`config.mk`:
```
export PLATFORM = sky130hd
export DESIGN_NAME = alu_muldiv_flat
export DESIGN_NICKNAME = d
export VERILOG_FILES = /design/src/rtl/alu_muldiv_pkg.sv /design/src/rtl/alu_muldiv_if.sv /design/src/rtl/alu_muldiv_step.sv /design/src/rtl/alu_muldiv.sv /design/src/flat_wrapper.sv
export SDC_FILE = /design/constraint.sdc
export NUM_CORES = 1
export LEC_CHECK = 0
export CORE_MARGIN = 4
export CORE_UTILIZATION = 25
export CTS_CLUSTER_DIAMETER = 200
export DETAILED_ROUTE_END_ITERATION = 12
export GPL_ROUTABILITY_DRIVEN = 0
export SYNTH_ARGS = -nofsm -noshare
export SYNTH_HDL_FRONTEND = slang
export SYNTH_SLANG_ARGS = --single-unit
```
`constraint.sdc`:
```
create_clock -name clk -period 4.6 [get_ports clk]
set_input_delay 0.92 -clock clk [delete_from_list [all_inputs] [get_ports clk]]
set_output_delay 0.92 -clock clk [all_outputs]
set_load 0.005 [all_outputs]
```
`src/rtl/alu_muldiv_pkg.sv`:
```
// ============================================================================
//  Module : alu_muldiv_pkg
//  Brief  : Opcodes, FSM state type and opcode helpers for the mul/div unit.
//  Rev    : 1.0
// ============================================================================
`default_nettype none

package alu_muldiv_pkg;

    localparam logic [2:0] c_MD_MULT  = 3'd0;
    localparam logic [2:0] c_MD_MULTU = 3'd1;
    localparam logic [2:0] c_MD_DIV   = 3'd2;
    localparam logic [2:0] c_MD_DIVU  = 3'd3;
    localparam logic [2:0] c_MD_MTHI  = 3'd4;
    localparam logic [2:0] c_MD_MTLO  = 3'd5;

    typedef enum logic [1:0] {
        S_IDLE = 2'd0,
        S_CALC = 2'd1,
        S_FIX  = 2'd2
    } state_t;

    function automatic logic is_arith_op(input logic [2:0] op);
        return (op == c_MD_MULT) || (op == c_MD_MULTU) ||
               (op == c_MD_DIV)  || (op == c_MD_DIVU);
    endfunction

    function automatic logic is_signed_op(input logic [2:0] op);
        return (op == c_MD_MULT) || (op == c_MD_DIV);
    endfunction

    function automatic logic is_div_op(input logic [2:0] op);
        return (op == c_MD_DIV) || (op == c_MD_DIVU);
    endfunction

endpackage

`default_nettype wire

```
`src/rtl/alu_muldiv_if.sv`:
```
// ============================================================================
//  Module : alu_muldiv_if
//  Brief  : Control-unit to mul/div unit request/result interface.
//  Rev    : 1.0
// ============================================================================
`default_nettype none

interface alu_muldiv_if #(
    parameter int WIDTH = 32
) ();
    logic             start;
    logic             flush;
    logic [2:0]       op;
    logic [WIDTH-1:0] operand1;
    logic [WIDTH-1:0] operand2;
    logic             busy;
    logic             done;
    logic [WIDTH-1:0] hi;
    logic [WIDTH-1:0] lo;

    modport master (
        output start, flush, op, operand1, operand2,
        input  busy, done, hi, lo
    );

    modport slave (
        input  start, flush, op, operand1, operand2,
        output busy, done, hi, lo
    );
endinterface

`default_nettype wire

```
`src/rtl/alu_muldiv_step.sv`:
```
// ============================================================================
//  Module : muldiv_step
//  Brief  : One combinational iteration: shift-add multiply or restoring divide.
//  Rev    : 1.0
// ============================================================================
`default_nettype none

module muldiv_step #(
    parameter int WIDTH = 32
) (
    input  wire logic             is_div,
    input  wire logic [WIDTH-1:0] acc_in,
    input  wire logic [WIDTH-1:0] q_in,
    input  wire logic [WIDTH-1:0] operand,
    output logic      [WIDTH-1:0] acc_out,
    output logic      [WIDTH-1:0] q_out
);

    logic [WIDTH:0]   w_sum;
    logic [WIDTH:0]   w_shift;
    logic [WIDTH-1:0] w_diff;

    always_comb begin
        w_sum   = {1'b0, acc_in} + (q_in[0] ? {1'b0, operand} : '0);
        w_shift = {acc_in, q_in[WIDTH-1]};
        // Only used when w_shift >= operand, so the result always fits WIDTH bits
        w_diff  = w_shift[WIDTH-1:0] - operand;
        acc_out = '0;
        q_out   = '0;
        if (is_div) begin
            if (w_shift >= {1'b0, operand}) begin
                acc_out = w_diff;
                q_out   = {q_in[WIDTH-2:0], 1'b1};
            end else begin
                acc_out = w_shift[WIDTH-1:0];
                q_out   = {q_in[WIDTH-2:0], 1'b0};
            end
        end else begin
            acc_out = w_sum[WIDTH:1];
            q_out   = {w_sum[0], q_in[WIDTH-1:1]};
        end
    end

endmodule

`default_nettype wire

```
`src/rtl/alu_muldiv.sv`:
```
// ============================================================================
//  Module : alu_muldiv
//  Brief  : Iterative MULT/MULTU/DIV/DIVU into HI/LO, plus MTHI/MTLO.
//  Rev    : 1.0
// ============================================================================
`default_nettype none

module alu_muldiv
    import alu_muldiv_pkg::*;
#(
    parameter int WIDTH = 32,
    parameter int STEP  = 1
) (
    input  wire logic  clk,
    input  wire logic  rstn,
    alu_muldiv_if.slave bus
);

    localparam int c_N  = WIDTH / STEP;
    localparam int c_CW = $clog2(c_N + 1);

    state_t            r_state;
    logic [c_CW-1:0]   r_cnt;
    logic [WIDTH-1:0]  r_acc;
    logic [WIDTH-1:0]  r_q;
    logic [WIDTH-1:0]  r_mag_b;
    logic [WIDTH-1:0]  r_a;
    logic              r_is_div;
    logic              r_div0;
    logic              r_neg_q;
    logic              r_neg_r;
    logic              r_busy;
    logic              r_done;
    logic [WIDTH-1:0]  r_hi;
    logic [WIDTH-1:0]  r_lo;

    logic              w_sgn;
    logic [WIDTH-1:0]  w_a_mag;
    logic [WIDTH-1:0]  w_b_mag;
    logic [2*WIDTH-1:0] w_prod;
    logic [WIDTH-1:0]  w_quot;
    logic [WIDTH-1:0]  w_rem;

    // Datapath works on magnitudes; signs are reapplied in FIX
    assign w_sgn   = is_signed_op(bus.op);
    assign w_a_mag = (w_sgn && bus.operand1[WIDTH-1]) ? -bus.operand1 : bus.operand1;
    assign w_b_mag = (w_sgn && bus.operand2[WIDTH-1]) ? -bus.operand2 : bus.operand2;
    assign w_prod  = r_neg_q ? -{r_acc, r_q} : {r_acc, r_q};
    assign w_quot  = r_neg_q ? -r_q   : r_q;
    assign w_rem   = r_neg_r ? -r_acc : r_acc;

    generate
        for (genvar gi = 0; gi < STEP; gi++) begin : g_step
            logic [WIDTH-1:0] w_acc_in;
            logic [WIDTH-1:0] w_q_in;
            logic [WIDTH-1:0] w_acc_out;
            logic [WIDTH-1:0] w_q_out;
            if (gi == 0) begin : g_first
                assign w_acc_in = r_acc;
                assign w_q_in   = r_q;
            end else begin : g_next
                assign w_acc_in = g_step[gi-1].w_acc_out;
                assign w_q_in   = g_step[gi-1].w_q_out;
            end
            muldiv_step #(.WIDTH(WIDTH)) u_step (
                .is_div  (r_is_div),
                .acc_in  (w_acc_in),
                .q_in    (w_q_in),
                .operand (r_mag_b),
                .acc_out (w_acc_out),
                .q_out   (w_q_out)
            );
        end
    endgenerate

    always_ff @(posedge clk or negedge rstn) begin
        if (!rstn) begin
            r_state  <= S_IDLE;
            r_cnt    <= '0;
            r_acc    <= '0;
            r_q      <= '0;
            r_mag_b  <= '0;
            r_a      <= '0;
            r_is_div <= 1'b0;
            r_div0   <= 1'b0;
            r_neg_q  <= 1'b0;
            r_neg_r  <= 1'b0;
            r_busy   <= 1'b0;
            r_done   <= 1'b0;
            r_hi     <= '0;
            r_lo     <= '0;
        end else begin
            r_done <= 1'b0;
            if (bus.flush) begin
                r_state <= S_IDLE;
                r_busy  <= 1'b0;
            end else begin
                case (r_state)
                    S_IDLE: begin
                        if (bus.start) begin
                            if (is_arith_op(bus.op)) begin
                                r_is_div <= is_div_op(bus.op);
                                r_acc    <= '0;
                                r_q      <= w_a_mag;
                                r_mag_b  <= w_b_mag;
                                r_a      <= bus.operand1;
                                r_div0   <= (bus.operand2 == '0);
                                r_neg_q  <= w_sgn & (bus.operand1[WIDTH-1] ^ bus.operand2[WIDTH-1]);
                                r_neg_r  <= w_sgn & bus.operand1[WIDTH-1];
                                r_cnt    <= '0;
                                r_busy   <= 1'b1;
                                r_state  <= S_CALC;
                            end else if (bus.op == c_MD_MTHI) begin
                                r_hi   <= bus.operand1;
                                r_done <= 1'b1;
                            end else if (bus.op == c_MD_MTLO) begin
                                r_lo   <= bus.operand1;
                                r_done <= 1'b1;
                            end
                        end
                    end
                    S_CALC: begin
                        r_acc <= g_step[STEP-1].w_acc_out;
                        r_q   <= g_step[STEP-1].w_q_out;
                        r_cnt <= r_cnt + c_CW'(1);
                        if (r_cnt == c_CW'(c_N - 1)) begin
                            r_state <= S_FIX;
                        end
                    end
                    S_FIX: begin
                        // MIN / -1 falls out of the magnitude path as lo=MIN, hi=0
                        if (r_is_div) begin
                            if (r_div0) begin
                                r_lo <= '1;
                                r_hi <= r_a;
                            end else begin
                                r_lo <= w_quot;
                                r_hi <= w_rem;
                            end
                        end else begin
                            {r_hi, r_lo} <= w_prod;
                        end
                        r_done  <= 1'b1;
                        r_busy  <= 1'b0;
                        r_state <= S_IDLE;
                    end
                    default: begin
                        r_busy  <= 1'b0;
                        r_state <= S_IDLE;
                    end
                endcase
            end
        end
    end

    assign bus.busy = r_busy;
    assign bus.done = r_done;
    assign bus.hi   = r_hi;
    assign bus.lo   = r_lo;

endmodule

`default_nettype wire

```
`src/flat_wrapper.sv`:
```
// flat-port wrapper written by rule: the top's interface ports become plain ports
module alu_muldiv_flat import alu_muldiv_pkg::*;
#(
    parameter int WIDTH = 32,
    parameter int STEP  = 1
)
  (clk, rstn, bus_start, bus_flush, bus_op, bus_operand1, bus_operand2, bus_busy, bus_done, bus_hi, bus_lo);
  alu_muldiv_if #(.WIDTH(WIDTH)) bus_i ();
  input  wire logic clk;
  input  wire logic rstn;
  input wire logic [$bits(bus_i.start)-1:0] bus_start;
  input wire logic [$bits(bus_i.flush)-1:0] bus_flush;
  input wire logic [$bits(bus_i.op)-1:0] bus_op;
  input wire logic [$bits(bus_i.operand1)-1:0] bus_operand1;
  input wire logic [$bits(bus_i.operand2)-1:0] bus_operand2;
  output wire logic [$bits(bus_i.busy)-1:0] bus_busy;
  output wire logic [$bits(bus_i.done)-1:0] bus_done;
  output wire logic [$bits(bus_i.hi)-1:0] bus_hi;
  output wire logic [$bits(bus_i.lo)-1:0] bus_lo;
  assign bus_i.start = bus_start;
  assign bus_i.flush = bus_flush;
  assign bus_i.op = bus_op;
  assign bus_i.operand1 = bus_operand1;
  assign bus_i.operand2 = bus_operand2;
  assign bus_busy = bus_i.busy;
  assign bus_done = bus_i.done;
  assign bus_hi = bus_i.hi;
  assign bus_lo = bus_i.lo;
  alu_muldiv #(.WIDTH(WIDTH), .STEP(STEP)) u_core (.clk(clk), .rstn(rstn), .bus(bus_i));
endmodule
```
# Word level (Yosys, flattened, before mapping)
# Cells that the tools add are included.
# classes
n_addsub	8
n_bitwise	4
eq_ne	18
magnitude_cmp	1
reduce_logical	18
muxes	47
# op_table
cell	count
$mux W32	23
$pmux W32 S2	4
$neg A32 Y32	4
$mux W64	1
$neg A64 Y64	1
$add A32 B33 Y33	1
$ge A33 B32 Y1	1
$logic_not A32 Y1	1
$sub A32 B32 Y32	1
$mux W6	2
$pmux W6 S2	1
$mux W1	9
$mux W2	4
$ne A2 B2 Y1 const B	4
$reduce_and A4 Y1	2
$add A6 B1 Y6 const B	1
$eq A3 B2 Y1 const B	2
$eq A3 B3 Y1 const B	2
$eq A6 B5 Y1 const B	1
$ne A2 B1 Y1 const B	3
$ne A3 B2 Y1 const B	2
$reduce_and A3 Y1	2
$reduce_and A6 Y1	1
$logic_or A1 B1 Y1	5
14 further kinds	18
# word_totals
wordCells	110
output_inout_bits	66
regBits	206

# Logic depth before layout (Yosys ltp)
# Gate-level depths: netlist (run 1).
# depth
ltp_word	8
mapped_depth	14

# By module
# From an unflattened synthesis (run 1), not the netlist that was laid out.
# unflattened
cells_unflattened	2143
area_unflattened_um2	17067.6
# modules_own_cells
mod	area_each_um2	n_inst	cells_per_inst
alu_muldiv	12369.4	1	1472
muldiv_step	4698.3	1	671

# Worst setup path after synthesis (run 1)
# Ideal clock, no wire load.
# synth_timing
kind	input port to flip-flop
start	input bus_operand2[8]
end	register u_core.r_mag_b[29]
t_required_ps	4469
stages	9
arrival_ps	3406
path_buffers	0
setup_slack_ps	1063
path_cell_list	or4_4 > or4_4 > or3_4 > nor3_4 > nand2_2 > or4_4 > o41ai_4 > xor2_1 > o21ai_1
# synth_between
elab_chain_cells	2
# synth_lines
element	line	text
start, declared	flat_wrapper.sv:15	input wire logic [$bits(bus_i.operand2)-1:0] bus_operand2;
$neg A32 Y32	alu_muldiv.sv:47	assign w_b_mag = (w_sgn && bus.operand2[WIDTH-1]) ? -bus.operand2 : bus.operand2;
$mux W32	alu_muldiv.sv:47	
end signal, assigned	alu_muldiv.sv:105	r_mag_b <= w_b_mag;
end, declared	alu_muldiv.sv:26	logic [WIDTH-1:0] r_mag_b;
# Every way passes these cells.
# A chain may end at the register's enable or synchronous reset.

# Final worst setup path (run 1)
# layout_timing
start	register u_core.r_acc[0], in the netlist u_core.g_step[0].w_acc_in[0]
end	register u_core.r_acc[29], in the netlist u_core.g_step[0].w_acc_in[29]
# layout_between
elab_chain_cells	4
word_cells_on_any_way	6
cone_classes	2 x add/sub; 1 x order compare; 3 x mux
# layout_lines
element	line	text
start, declared	alu_muldiv.sv:24	logic [WIDTH-1:0] r_acc;
start signal, assigned	alu_muldiv.sv:123	r_acc <= g_step[STEP-1].w_acc_out;
$sub A32 B32 Y32 or $ge A33 B32 Y1 (tied branches)	alu_muldiv_step.sv:27, alu_muldiv_step.sv:31	
$mux W32	alu_muldiv_step.sv:31	if (w_shift >= {1'b0, operand}) begin
$mux W32 (*)	alu_muldiv_step.sv:30	if (is_div) begin
$pmux W32 S2 (*)	alu_muldiv.sv:98	case (r_state)
# Mark *: on every way between the ends. The rest lies on a longest branch, timed or not.

==> impl_metrics.sql, run 1 <==
INSERT INTO impl_metrics (metric_group, metric, value, unit) VALUES
('status', 'run_status', 'finished clean', ''),
('sta', 'fmax', '0.260', 'GHz'),
('synth', 'yosysTopAreaCellShare', '30.7', '%'),
('synth', 'post_synth_xor_area_fraction', '10.5', '%'),
('synth', 'synth_area', '16800', 'sq um'),
('finish', 'syn_to_final_growth', '18.6', '%'),
('sta', 'finalHoldViolCount', '0', ''),
('finish', 'layout_common_cells', 'sky130_fd_sc_hd__nand2_1, sky130_fd_sc_hd__o21ai_0, sky130_fd_sc_hd__dfrtp_1', ''),
('route', 'wire_per_inst', '18.5', 'um'),
('flow_run', 'drv_cap', '0', ''),
('setup_path', 'crit_chain', 'ha_1, inv_1, fa_1, nand2b_1, a211oi_1, a211o_1, a21oi_1, buf_4, o21bai_1, a22oi_1, buf_4, o21ai_0, mux2i_1, a221o_1', ''),
('pwr', 'vdd_drop_max', '0.218', 'mV'),
('synth', 'postSynthAreaPerCell', '7.69', 'sq um'),
('setup_path', 'critPathCaptureType', 'flip-flop', ''),
('synth', 'yosysSeqAreaShare', '30.7', '%'),
('global_routing', 'gr_overflow_total', '0', ''),
('global_routing', 'grt_pass1_wl', '89.1', 'mm'),
('setup_path', 'critical_path_rt', '5.02', 'ns'),
('finish', 'nets', '2369', ''),
('setup_path', 'worstPathMaxFanout', '12', ''),
('synth', 'number_of_instances_in_the_synthesized_netlist', '2182', ''),
('clocking', 'clk-insertion-delay-late', '0.55', 'ns'),
('clocking', 'number_of_buffers_inserted_for_hold_repair_after_clock_tree_synthesis', '0', ''),
('clocking', 'clock-sinks', '206', ''),
('clocking', 'cts_root_buf', 'sky130_fd_sc_hd__clkbuf_16', ''),
('hold_path', 'timing.hold.worst.class', 'in -> async', ''),
('placement', 'io_buffers', '136', ''),
('clocking', 'cts_tree', 'built', ''),
('floorplanning', 'die_area', '71300', 'sq um'),
('floorplanning', 'dieWidth', '267', 'um'),
('clocking', 'cts_bufs_inserted', '25', ''),
('sta', 'setup-violations-final', '0', ''),
('placement', 'post-dp-hpwl', '43.1', 'mm'),
('sta', 'grt_setup_unrepaired', 'no', ''),
('sta', 'final.setup.tns', '0', 'ns'),
('sta', 'report.final.slew_viol_count', '0', ''),
('sta', 'layout_min_cycle_time', '3.84', 'ns'),
('finish', 'final_layout_size_suffix_gt1_share', '5.66', '%'),
('synth', 'count_of_yosys_warnings_during_synthesis', '0', ''),
('clocking', 'post_cts_repair_setup_buffers', '0', ''),
('route', 'detail_route.first_pass.iterations', '6', ''),
('floorplanning', 'fp.coreArea', '66100', 'sq um'),
('synth', 'net_count_after_synthesis', '2324', ''),
('synth', 'muxShareOfSynthArea', '3.67', '%'),
('clocking', 'clk_path_buf_depth', '3', ''),
('floorplanning', 'num_rows', '94', ''),
('synth', 'synth-adder-area-share', '5.39', '%'),
('global_routing', 'track_usage', '15.6', '%'),
('global_routing', 'grt_antenna_before_repair', '1', ''),
('sta', 'post-route-period-util', '83.5', '%'),
('synth', 'share_of_the_synthesized_area_in_compound_gates_ao_oa_aoi_oai', '24.3', '%'),
('pwr', 'cellPowerDensity', '572', 'nW/um^2'),
('synth', 'yosys_top_cell_by_area', 'sky130_fd_sc_hd__dfrtp_1', ''),
('synth', 'synth_seq_cells', '206', ''),
('finish', 'post_layout_nonfiller_instances', '3109', ''),
('clocking', 'postCtsResizedCells', '0', ''),
('setup_path', 'regToRegEndpoint', 'u_core.g_step[0].w_acc_in[29]$_DFFE_PN0P_', ''),
('setup_path', 'timing.critical_path.mode_cell', 'sky130_fd_sc_hd__buf_4', ''),
('route', 'ant_nets', '0', ''),
('global_routing', 'largest_net_degree_at_the_start_of_global_routing', '109', ''),
('route', 'drt_initial_violations', '1288', ''),
('synth', 'synth_ff_type', 'sky130_fd_sc_hd__dfrtp_1', ''),
('route', 'drcViolationCount', '0', ''),
('synth', 'synth_top_family_by_area', 'compound AO/OA/AOI/OAI gates', ''),
('setup_path', 'critical_path.max_stage_delay', '0.65', 'ns'),
('floorplanning', 'io_pins', '137', ''),
('route', 'vias_per_cell', '5.15', ''),
('synth', 'synth.lib_cells_used.distinct', '77', ''),
('sta', 'max_slew.worst_pin.slew', '1.14', 'ns'),
('setup_path', 'timing.rr.start', 'u_core.g_step[0].w_acc_in[0]$_DFFE_PN0P_', ''),
('clocking', 'clk_pin_slew_worst_paths', '0.07', 'ns');
[Yosys cell counts, types with 19 or more instances]
library cell,number
sky130_fd_sc_hd__o31ai_1,33
sky130_fd_sc_hd__dfrtp_1,206
sky130_fd_sc_hd__nor3_1,23
sky130_fd_sc_hd__nand4_1,19
sky130_fd_sc_hd__clkbuf_1,154
sky130_fd_sc_hd__nand2_1,378
sky130_fd_sc_hd__a211oi_1,19
sky130_fd_sc_hd__xor2_1,82
sky130_fd_sc_hd__nand3_1,40
sky130_fd_sc_hd__a21o_1,45
sky130_fd_sc_hd__mux2i_1,57
sky130_fd_sc_hd__xnor2_1,120
sky130_fd_sc_hd__o211ai_1,28
sky130_fd_sc_hd__o22ai_1,30
sky130_fd_sc_hd__a21oi_1,114
sky130_fd_sc_hd__a31oi_1,20
sky130_fd_sc_hd__nor2_1,169
sky130_fd_sc_hd__or4_1,19
sky130_fd_sc_hd__ha_1,69
sky130_fd_sc_hd__o21ai_0,256
sky130_fd_sc_hd__inv_1,59
[kinds of logic after synthesis]
kind of cell,after synthesis
DFF,206
and+or+nand+nor,755
xor gates and xnor gates,202
adders and majority gates,71
buffers and inverters,231
muxes,61
AOI/OAI and AO/OA,656
[critical path: cells and delay by family, from the launching register on]
| kind | cells | cell delay, ns |
|---|---|---|
| AND/OR/NAND/NOR | 1 | 0.20 |
| adder cells (fa/ha/maj) | 2 | 0.68 |
| buffers and inverters | 3 | 0.40 |
| AO/OA/AOI/OAI | 7 | 1.66 |
| flip-flops | 1 | 0.65 |
| multiplexers | 1 | 0.13 |
[routing by layer]
metal  up-vias  track usage [%]  part of all wire, %
met2       611             23.1                   42
li1       7832                -                    -
met5         -                0                    0
met4         0             2.87                  2.0
met3        66             2.64                  8.0
met1      7515             23.8                   48
[state kept, by name, summed over array words and instances, names as in the netlist, 2 cells and up]
register                count
u_core.bus.lo              32
u_core.r_state              2
u_core.r_cnt                6
u_core.r_a                 32
u_core.g_step.w_q_in       32
u_core.bus.hi              32
u_core.g_step.w_acc_in     32
u_core.r_mag_b             32
[power breakdown]
group / total [uW] / leakage (uW) / internal (uW) / switching (uW)
sequential: 2930 / 0.00261 / 2260 / 672
clock: 2080 / 0.000412 / 1220 / 854
combinational: 6370 / 0.00554 / 2600 / 3780
[cell type report]
cell class,instances,area (sq um)
fill,7151,46200
sequential,206,5160
clock inverter,12,160
inverter,62,233
timing repair buffer,187,1770
clock buffer,32,682
antenna,1,2.50
multi-input combinational,1745,10800
tap,864,1080
[metrics by stage]
stage	utilization [%]	total power, uW	instance area [sq um]	worst slack, ns
2_1_floorplan	-	7200	16800	1.06
3_3_place_gp	28.8	9190	19000	0.439
3_5_place_dp	28.8	9220	19000	0.419
4_1_cts	30.1	11300	19900	0.848
5_1_grt	30.1	12200	19900	0.447
6_report	30.1	11400	19900	0.760
[worst max path at each step]
| stage | depth (start not counted) | slack [ns] | start | to |
|---|---|---|---|---|
| after floorplan | 9 | 1.06 | bus_operand2[8] | u_core.r_mag_b[29]$_DFFE_PN0P_ |
| after global placement | 10 | 0.44 | bus_operand2[8] | u_core.r_mag_b[29]$_DFFE_PN0P_ |
| after detailed placement | 10 | 0.42 | bus_operand2[8] | u_core.r_mag_b[29]$_DFFE_PN0P_ |
| after CTS | 14 | 0.85 | u_core.g_step[0].w_acc_in[0]$_DFFE_PN0P_ | u_core.g_step[0].w_acc_in[29]$_DFFE_PN0P_ |
| after global routing | 13 | 0.45 | u_core.g_step[0].w_q_in[0]$_DFFE_PN0P_ | u_core.g_step[0].w_acc_in[31]$_DFFE_PN0P_ |
| final | 14 | 0.76 | u_core.g_step[0].w_acc_in[0]$_DFFE_PN0P_ | u_core.g_step[0].w_acc_in[29]$_DFFE_PN0P_ |
No activity file was read; power rests on OpenSTA's default activity.
==> inputs of run 2 (changes only) <==
Clock period 4.6 ns to 3.69 ns, I/O delays scaled along.
==> run 2 against run 1 <==
Maximum frequency is 10% higher. Critical path type unchanged. Critical path depth stayed put. First-iteration DRC count grew 23%. Largest cell class unchanged. Sequential share of layout area down 0.99 points. Global-route usage increased by 0.24 points. Worst hold slack got worse by 0.32 ns. Utilization up 1.2 points. Setup slack worse by 0.56 ns. Via count rose by 2.6%.
==> impl_metrics.sql, run 2 (synthesized netlist as in run 1, its figures left out) <==
INSERT INTO impl_metrics (metric_group, metric, value, unit) VALUES
('sta', 'max_slew.worst_pin.slew', '1.05', 'ns'),
('setup_path', 'timing.critical_path.mode_cell', 'sky130_fd_sc_hd__o21ai_0', ''),
('setup_path', 'critical-path-slowest-cell', 'sky130_fd_sc_hd__dfrtp_1', ''),
('sta', 'finalHoldViolCount', '0', ''),
('setup_path', 'cp.arrival', '3.91', 'ns'),
('setup_path', 'timing.critical_path.to', 'u_core.g_step[0].w_acc_in[31]$_DFFE_PN0P_', ''),
('floorplanning', 'die_h', '267', 'um'),
('sta', 'setup-violations-final', '0', ''),
('setup_path', 'crit_path_start_kind', 'flip-flop', ''),
('setup_path', 'timing.setup.critical_path_class', 'reg -> reg', ''),
('clocking', 'cts_root_buf', 'sky130_fd_sc_hd__clkbuf_16', ''),
('global_routing', 'grt_pass1_wl', '90.3', 'mm'),
('route', 'detail_route.first_pass.iterations', '5', ''),
('clocking', 'clock-sinks', '206', ''),
('pwr', 'p_leak', '0.00905', 'uW'),
('route', 'routed_wl', '58.8', 'mm'),
('setup_path', 'critical_path_rt', '4.11', 'ns'),
('placement', 'post-dp-hpwl', '44.5', 'mm'),
('pwr', 'vdd_drop_max', '0.347', 'mV'),
('global_routing', 'track_usage', '15.8', '%'),
('sta', 'grt_setup_unrepaired', 'no', ''),
('floorplanning', 'num_rows', '94', ''),
('finish', 'final_layout_size_suffix_gt1_share', '9.89', '%'),
('clocking', 'clk_path_buf_depth', '3', ''),
('route', 'drt_initial_violations', '1582', ''),
('setup_path', 'regToRegEndpoint', 'u_core.g_step[0].w_acc_in[31]$_DFFE_PN0P_', ''),
('route', 'drcViolationCount', '0', ''),
('setup_path', 'critPathCaptureType', 'flip-flop', ''),
('clocking', 'number_of_buffers_inserted_for_hold_repair_after_clock_tree_synthesis', '0', ''),
('status', 'run_status', 'finished clean', ''),
('clocking', 'clk-insertion-delay-late', '0.57', 'ns'),
('sta', 'report.final.slew_viol_count', '0', ''),
('global_routing', 'gr_overflow_total', '0', ''),
('hold_path', 'timing.hold.worst.class', 'in -> async', ''),
('sta', 'fmax', '0.286', 'GHz'),
('pwr', 'cellPowerDensity', '704', 'nW/um^2'),
('setup_path', 'worstPathMaxFanout', '10', ''),
('sta', 'max_slew_margin', '29.9', '%'),
('setup_path', 'critical_path.max_stage_delay', '0.46', 'ns'),
('setup_path', 'timing.critical_path.from', 'u_core.g_step[0].w_q_in[0]$_DFFE_PN0P_', ''),
('floorplanning', 'start_util', '25.4', '%'),
('placement', 'io_buffers', '136', ''),
('clocking', 'ctsHtreeMaxLevel', '1', ''),
('floorplanning', 'dieWidth', '267', 'um'),
('clocking', 'post_cts_repair_setup_buffers', '0', ''),
('sta', 'layout_min_cycle_time', '3.49', 'ns'),
('floorplanning', 'die_area', '71300', 'sq um'),
('finish', 'finalCoreUtilization', '31.3', '%'),
('clocking', 'postCtsResizedCells', '0', ''),
('floorplanning', 'io_pins', '137', ''),
('global_routing', 'grt_pass1_vias', '15200', ''),
('global_routing', 'grt_antenna_before_repair', '0', ''),
('route', 'ant_nets', '0', ''),
('finish', 'antenna_cells_inserted', '0', ''),
('route', 'route.vias.total', '16400', ''),
('finish', 'layout_common_cells', 'sky130_fd_sc_hd__nand2_1, sky130_fd_sc_hd__o21ai_0, sky130_fd_sc_hd__dfrtp_1', ''),
('clocking', 'cts_bufs_inserted', '25', ''),
('sta', 'finClkSkew', '0.0248', 'ns'),
('floorplanning', 'fp.coreArea', '66100', 'sq um'),
('finish', 'post_layout_nonfiller_instances', '3209', ''),
('finish', 'syn_to_final_growth', '23.3', '%'),
('setup_path', 'timing.reg2reg.worst_path_depth', '14', ''),
('setup_path', 'timing.rr.start', 'u_core.g_step[0].w_q_in[0]$_DFFE_PN0P_', ''),
('setup_path', 'crit_chain', 'clkinvlp_4, buf_4, nor2_1, ha_1, a21o_1, a21oi_1, o21ai_0, a21oi_1, buf_4, o21bai_1, a22oi_1, o21ai_0, a2111oi_0, o21ai_0', ''),
('route', 'vias_per_cell', '5.12', ''),
('global_routing', 'largest_net_degree_at_the_start_of_global_routing', '80', ''),
('finish', 'final_common_cell', 'sky130_fd_sc_hd__nand2_1', ''),
('finish', 'nets', '2469', ''),
('sta', 'post-route-period-util', '94.7', '%'),
('clocking', 'cts_tree', 'built', ''),
('clocking', 'clk_pin_slew_worst_paths', '0.06', 'ns'),
('placement', 'post-place-cells', '3164', ''),
('route', 'wire_per_inst', '18.3', 'um'),
('pwr', 'total_power', '14600', 'uW'),
('setup_path', 'r2r_setup_slack', '0.20', 'ns'),
('flow_run', 'drv_cap', '0', '');
-- run 2: worst min-delay path by stage --
stage | from | to | slack, ns | cells after the start
floorplan | rstn | u_core.bus.busy$_DFFE_PN0P_ | 0.44 | 0
global placement | u_core.r_a[3]$_DFFE_PN0P_ | u_core.r_a[3]$_DFFE_PN0P_ | 0.45 | 2
detailed placement | u_core.r_a[18]$_DFFE_PN0P_ | u_core.r_a[18]$_DFFE_PN0P_ | 0.46 | 2
CTS | rstn | u_core.bus.lo[3]$_DFFE_PN0P_ | 0.18 | 1
global route | rstn | u_core.g_step[0].w_q_in[5]$_DFFE_PN0P_ | 0.20 | 1
finish | rstn | u_core.bus.lo[7]$_DFFE_PN0P_ | 0.13 | 1
-- run 2: area by class of cell --
cell class	count	area, sq um
clock buffers	31	678
clock inverters	14	148
fillers	7141	45400
inverters	62	236
multi-input cells	1745	10800
flip-flops and latches	206	5160
well taps	864	1080
repair buffers	287	2560
-- run 2: layer usage --
metal / global-route usage [%] / vias up / routed length (um)
li1: - / 8019 / -
met2: 24.3 / 614 / 25100
met4: 2.84 / 0 / 1110
met3: 2.89 / 84 / 4910
met1: 23.4 / 7717 / 27700
met5: 0 / - / 0
-- run 2: power by group --
group          total, uW  internal [uW]  switching, uW
logic               8480           3560           4920
clock network       2550           1460           1100
registers           3530           2820            705
-- run 2: metrics by stage --
| stage | hold WS, ns | worst slack [ns] | setup TNS, ns | area [sq um] |
|---|---|---|---|---|
| floorplan | 0.440 | 0.335 | 0 | 16800 |
| CTS | 0.177 | 0.216 | 0 | 20700 |
| global route | 0.199 | 0.00131 | 0 | 20700 |
| global placement | 0.453 | -0.200 | -0.342 | 19800 |
| detailed placement | 0.461 | -0.158 | -0.310 | 19800 |
| finish | 0.132 | 0.197 | 0 | 20700 |
-- run 2: critical path: cells and delay by family, from the launching register on --
family / cells / cell delay, ns
simple gates: 1 / 0.10
fa+ha+maj: 1 / 0.30
buf+inv: 3 / 0.67
flops: 1 / 0.46
compound gates: 9 / 1.82
